--- src/rtl/audio_spi_arbiter.sv ---
// audio_spi_arbiter
//   Shares the audio codec's single SPI control port between two register
//   requesters (port 0: power-up table loader, port 1: runtime control).
//   Each granted request becomes one 16-bit frame {addr[6:0], rw, data[7:0]},
//   shifted MSB first. Read frames send 8'hFF in the data field, and the last
//   8 bits sampled from iDOUT become the read result.
//
// Parameters
//   CLK_DIV : SCLK half-period in iCLK_50 cycles (2..255)
//   CS_GAP  : CS_n-high gap after a frame, in SCLK half-periods (1..15)
//
// Ports
//   iCLK_50, iRESET_n          : clock, synchronous active-low reset
//   iREQ0/1, iRW0/1            : request level and direction (1 = read)
//   iADDR0/1, iWDATA0/1        : register address and write data
//   oGNT0/1                    : grant, held from acceptance through oDONEx
//   oDONE0/1                   : one-cycle completion pulse
//   oRDATA0/1                  : last read result per port
//   oBUSY                      : any state other than IDLE
//   oCS_n, oSCLK, oDIN, iDOUT  : codec SPI pins
module audio_spi_arbiter #(
  parameter int CLK_DIV = 62,
  parameter int CS_GAP  = 2
) (
  input  logic       iCLK_50,
  input  logic       iRESET_n,
  input  logic       iREQ0,
  input  logic       iREQ1,
  input  logic       iRW0,
  input  logic       iRW1,
  input  logic [6:0] iADDR0,
  input  logic [6:0] iADDR1,
  input  logic [7:0] iWDATA0,
  input  logic [7:0] iWDATA1,
  output logic       oGNT0,
  output logic       oGNT1,
  output logic       oDONE0,
  output logic       oDONE1,
  output logic [7:0] oRDATA0,
  output logic [7:0] oRDATA1,
  output logic       oBUSY,
  output logic       oCS_n,
  output logic       oSCLK,
  output logic       oDIN,
  input  logic       iDOUT
);

  localparam logic [2:0] ST_IDLE  = 3'd0;
  localparam logic [2:0] ST_LOAD  = 3'd1;
  localparam logic [2:0] ST_SHIFT = 3'd2;
  localparam logic [2:0] ST_GAP   = 3'd3;
  localparam logic [2:0] ST_DONE  = 3'd4;

  // Terminal counts for the SCLK divider and the post-frame CS_n gap.
  localparam logic [7:0]  DIV_LAST = 8'(CLK_DIV - 1);
  localparam logic [11:0] GAP_LAST = 12'(CS_GAP * CLK_DIV - 1);

  logic [2:0]  state_r;
  logic [15:0] tx_r;
  logic [7:0]  rx_r;
  logic [7:0]  div_r;
  logic [4:0]  bit_r;
  logic [11:0] gap_r;
  logic        port_r;
  logic        rw_r;
  logic        last_r;

  logic        win_s;
  logic        win_rw_s;
  logic [15:0] frame_s;

  // Round-robin pick: on a tie the port not granted last wins.
  always_comb begin
    win_s = 1'b0;
    if (iREQ0 && iREQ1) begin
      win_s = ~last_r;
    end else if (iREQ1) begin
      win_s = 1'b1;
    end else begin
      win_s = 1'b0;
    end
  end

  // Assemble the winner's frame; reads carry 8'hFF in the data field.
  always_comb begin
    win_rw_s = 1'b0;
    frame_s  = 16'h0000;
    if (win_s) begin
      win_rw_s = iRW1;
      frame_s  = {iADDR1, iRW1, (iRW1 ? 8'hFF : iWDATA1)};
    end else begin
      win_rw_s = iRW0;
      frame_s  = {iADDR0, iRW0, (iRW0 ? 8'hFF : iWDATA0)};
    end
  end

  // Transaction FSM, SCLK generation, shift registers and registered outputs.
  always_ff @(posedge iCLK_50) begin
    if (!iRESET_n) begin
      state_r <= ST_IDLE;
      tx_r    <= 16'h0000;
      rx_r    <= 8'h00;
      div_r   <= 8'h00;
      bit_r   <= 5'd0;
      gap_r   <= 12'd0;
      port_r  <= 1'b0;
      rw_r    <= 1'b0;
      last_r  <= 1'b1;  // so port 0 wins the first tie
      oGNT0   <= 1'b0;
      oGNT1   <= 1'b0;
      oDONE0  <= 1'b0;
      oDONE1  <= 1'b0;
      oRDATA0 <= 8'h00;
      oRDATA1 <= 8'h00;
      oBUSY   <= 1'b0;
      oCS_n   <= 1'b1;
      oSCLK   <= 1'b0;
      oDIN    <= 1'b0;
    end else begin
      oDONE0 <= 1'b0;
      oDONE1 <= 1'b0;
      case (state_r)
        ST_IDLE: begin
          if (iREQ0 || iREQ1) begin
            port_r  <= win_s;
            rw_r    <= win_rw_s;
            tx_r    <= frame_s;
            oGNT0   <= ~win_s;
            oGNT1   <= win_s;
            oBUSY   <= 1'b1;
            // CS_n and the first data bit go out together so the LOAD
            // cycle already presents bit 15 to the codec.
            oCS_n   <= 1'b0;
            oDIN    <= frame_s[15];
            state_r <= ST_LOAD;
          end else begin
            state_r <= ST_IDLE;
          end
        end
        ST_LOAD: begin
          div_r   <= 8'h00;
          bit_r   <= 5'd0;
          state_r <= ST_SHIFT;
        end
        ST_SHIFT: begin
          if (div_r == DIV_LAST) begin
            div_r <= 8'h00;
            oSCLK <= ~oSCLK;
            if (!oSCLK) begin
              // Rising edge: the codec's data is stable, capture it.
              rx_r <= {rx_r[6:0], iDOUT};
            end else begin
              // Falling edge: one bit done; advance data while SCLK is low.
              bit_r <= bit_r + 5'd1;
              if (bit_r == 5'd15) begin
                oCS_n   <= 1'b1;
                oDIN    <= 1'b0;
                gap_r   <= 12'd0;
                state_r <= ST_GAP;
              end else begin
                tx_r <= {tx_r[14:0], 1'b0};
                oDIN <= tx_r[14];
              end
            end
          end else begin
            div_r <= div_r + 8'd1;
          end
        end
        ST_GAP: begin
          if (gap_r == GAP_LAST) begin
            state_r <= ST_DONE;
            if (port_r) begin
              oDONE1 <= 1'b1;
              if (rw_r) begin
                oRDATA1 <= rx_r;
              end else begin
                oRDATA1 <= oRDATA1;
              end
            end else begin
              oDONE0 <= 1'b1;
              if (rw_r) begin
                oRDATA0 <= rx_r;
              end else begin
                oRDATA0 <= oRDATA0;
              end
            end
          end else begin
            gap_r <= gap_r + 12'd1;
          end
        end
        ST_DONE: begin
          oGNT0   <= 1'b0;
          oGNT1   <= 1'b0;
          oBUSY   <= 1'b0;
          last_r  <= port_r;
          state_r <= ST_IDLE;
        end
        default: begin
          // Unreachable encoding: drop back to a safe, idle pin state.
          oGNT0   <= 1'b0;
          oGNT1   <= 1'b0;
          oBUSY   <= 1'b0;
          oCS_n   <= 1'b1;
          oSCLK   <= 1'b0;
          oDIN    <= 1'b0;
          state_r <= ST_IDLE;
        end
      endcase
    end
  end

endmodule

--- config.mk ---
export PLATFORM = sky130hd
export DESIGN_NAME = audio_spi_arbiter
export DESIGN_NICKNAME = d
export VERILOG_FILES = /design/src/rtl/audio_spi_arbiter.sv
export SDC_FILE = /design/constraint.sdc
export NUM_CORES = 1
export LEC_CHECK = 0
export CAP_MARGIN = 40
export CORE_UTILIZATION = 55
export DETAILED_ROUTE_END_ITERATION = 16
export GPL_TIMING_DRIVEN = 0
export PLACE_DENSITY = 0.82
export SLEW_MARGIN = 20
export SYNTH_ARGS = -nofsm -noshare
export SYNTH_HDL_FRONTEND = slang
export SYNTH_SLANG_ARGS = --single-unit
--- constraint.sdc ---
create_clock -name iCLK_50 -period 3.4 [get_ports iCLK_50]
set_clock_uncertainty 0.05 [all_clocks]
set_input_delay 1.02 -clock iCLK_50 [delete_from_list [all_inputs] [get_ports iCLK_50]]
set_output_delay 1.02 -clock iCLK_50 [all_outputs]
set_load 0.01 [all_outputs]
==> qor.yml <==
outcome:
  violations: "design-rule violations"
  status: "finished, violations left"
critical_path:
  slowest_stage: "a21boi_1"
  crit_type: "in -> reg"
  cp_num_buf_inv: 2
  critPathLaunchType: "input pin"
  crit_arrival_ns: 3.20
  r2r_cells: 6
  cp-end-kind: "flop"
  path_max_fanout: 10
  required_ns: 3.60
  slowest_delay_ns: 0.61
  path_depth: 6
  critPathTopFamily: "compound AO/OA/AOI/OAI gates"
  cp_cell_sequence: "clkdlybuf4s50_1, a21boi_1, or2_2, clkbuf_1, o221ai_1, a311oi_1"
synth:
  synth_area_leaders: "dfxtp_1 (42%), nand2_1 (7.8%), a21oi_1 (2.9%)"
  synth_common_cells: "dfxtp_1 (78), nand2_1 (78), clkbuf_1 (27)"
  async_flop_share_pct: 0
  yosysUniqueCellTypes: 61
  synthFlopType: "dfxtp_1"
  synth_area_mm2: 0.00374
  yosys_register_bits: 78
  synth_top_area_cell: "dfxtp_1"
  synth_top_area_share_pct: 41.8
  syn-num-nets: 486
  syn_inst: 444
  yosysWarnings: 0
  synth_edf_count: 0
  synth.avg_cell_area_um2: 8.42
  ys_seq_area_share_pct: 41.8
cts:
  holdBufCountCts: 0
  cts_setup_buffers: 0
  clock_sinks: 78
  numCtsBuffers: 9
  htreeDepth: 3
  ctsResizeCount: 0
  cts_tree: "done"
  ctsLongestPathBuffers: 2
  root_buffer: "clkbuf_8"
  clk_pin_slew_ns: 0.08
  worstSkewPairLatency_ns: 0.35
timing:
  slew_viol_final: 0
  final.setup.tns_ns: 0
  hold_ws_ns: 0.411
  slew-limit-headroom_pct: 46.2
  clock.fmax_ghz: 0.333
  period_share_pct: 88.3
  tightest_slew_ns: 0.807
  finalSetupViolations: 0
  period_minus_slack_ns: 3.00
  rsz0062_at_grt: "no"
  hold_violations: 0
cells_and_area:
  nets: 556
  synthToLayoutAreaGrowth_pct: 24.4
  drive_gt1_share_pct: 5.78
  antennaDiodeCount: 0
global_routing:
  grt_antenna_before_repair: 0
  grt_usage_pct: 30.2
  grt_overflow: 0
  grt_max_degree: 14
  grt_pass1_vias: 3641
  grt_pass1_wl_um: 16900
pwr:
  power_density_mw_per_mm2: 457
  switching_power_uw: 575
  ir_drop_mv: 0.279
  clkPwrFrac_pct: 36.8
  leakagePower_uw: 0.00155
  power_frac_seq_pct: 46.7
  p_int_uw: 1550
  total_power_uw: 2120
  swShare_pct: 27.1
  p_comb_share_pct: 16.6
routing:
  ant_nets: 0
  via_per_inst: 6.36
  wire_per_inst_um: 17.7
  routed.top_layer: "met4"
  dr.pass1.iters: 11
  drc: 1
  wl_um: 10500
  wl_met3_um: 754
  via_count: 3788
  wl_met2_um: 4900
  wl_met1_um: 4490
  drt_iter0_drc: 353
placement:
  gp_congestion: 0.878
  dp_hpwl_um: 7540
  io_buffer_count: 59
floorplan:
  core.rowCount: 29
  initial_core_util_pct: 57.9
  dieArea_mm2: 0.00713
  ios: 61
  core-area_mm2: 0.00646
  dieHeight_um: 84.4
  chipWidth_um: 84.4
hold_path:
  min_path_cells: 2
  worstHoldPathType: "reg -> reg"
job:
  maxCapViolCount: 0
## kinds of logic after synthesis
family / after synthesis / synth area share (%)
mux: 13 / 3.55
xor+xnor: 4 / 0.938
fa+ha+maj: 5 / 1.67
flops: 78 / 41.8
compound gates: 118 / 22.3
buf+inv: 39 / 4.25
simple gates: 187 / 25.5
## flip-flops by register name, summed over array words and instances (netlist names)
name and cells:
bit_r 5, div_r 8, gap_r 12, last_r 1, oBUSY 1, oCS_n 1, oDIN 1, oDONE0 1
oDONE1 1, oGNT0 1, oGNT1 1, oRDATA0 8, oRDATA1 8, oSCLK 1, port_r 1, rw_r 1
rx_r 8, state_r 3, tx_r 15
## final cells by class
class                           count  area [µm²]
Tap cell                           77        96.3
Fill cell                         533        1810
Clock buffer                       11         141
Inverter                            8        30.0
Multi-Input combinational cell    327        2020
Timing Repair Buffer               59         591
Buffer                             31         129
Sequential cell                    78        1560
Clock inverter                      5        82.6
## worst paths after layout
path,start,to,slack (ns)
worst max-delay path,iREQ1,tx_r[2],0.40
worst min-delay path,oGNT1,oGNT1,0.41
worst max register to register,gap_r[0],oRDATA0[5],0.86
worst min register to register,oGNT1,oGNT1,0.41
## routing by layer
layer | vias to the layer above | global-route usage [%]
met4 | 0 | 16.9
met1 | 1787 | 36.1
met5 | - | 0
li1 | 1784 | -
met2 | 178 | 50.0
met3 | 39 | 7.57
## layout by cell type, fill, tap and decap left out, types with 11 or more instances in the layout
| cell | n |
|---|---|
| clkdlybuf4s50_1 | 59 |
| o21ai_0 | 13 |
| nor2_1 | 23 |
| dfxtp_1 | 78 |
| clkbuf_1 | 28 |
| nand2_1 | 78 |
| mux2i_1 | 11 |
| a21oi_1 | 22 |
| nor3_1 | 17 |
| nand3_1 | 13 |
## tightest hold or removal path: cells and delay by family, from the launching register on
family          cells  cell delay, ns
flops               1            0.32
compound gates      1            0.05
simple gates        1            0.05
## power groups by stage
stage / combinational, µW / sequential [µW] / clock [µW]
6_report: 352 / 991 / 780
5_1_grt: 380 / 996 / 823
4_1_cts: 345 / 990 / 787
3_5_place_dp: 344 / 1010 / 0
3_3_place_gp: 332 / 1010 / 0
2_1_floorplan: 215 / 1010 / 0
## per-stage QoR
stage | cell area [µm²] | worst slack [ns] | instances | utilization, %
2_1_floorplan | 3740 | 1.06 | 444 | -
5_1_grt | 4650 | 0.217 | 596 | 72.0
4_1_cts | 4650 | 0.397 | 596 | 72.0
3_3_place_gp | 4420 | 0.163 | 580 | 68.5
3_5_place_dp | 4420 | 0.0528 | 580 | 68.5
6_report | 4650 | 0.397 | 596 | 72.0
(Power assumes the default switching activity.)
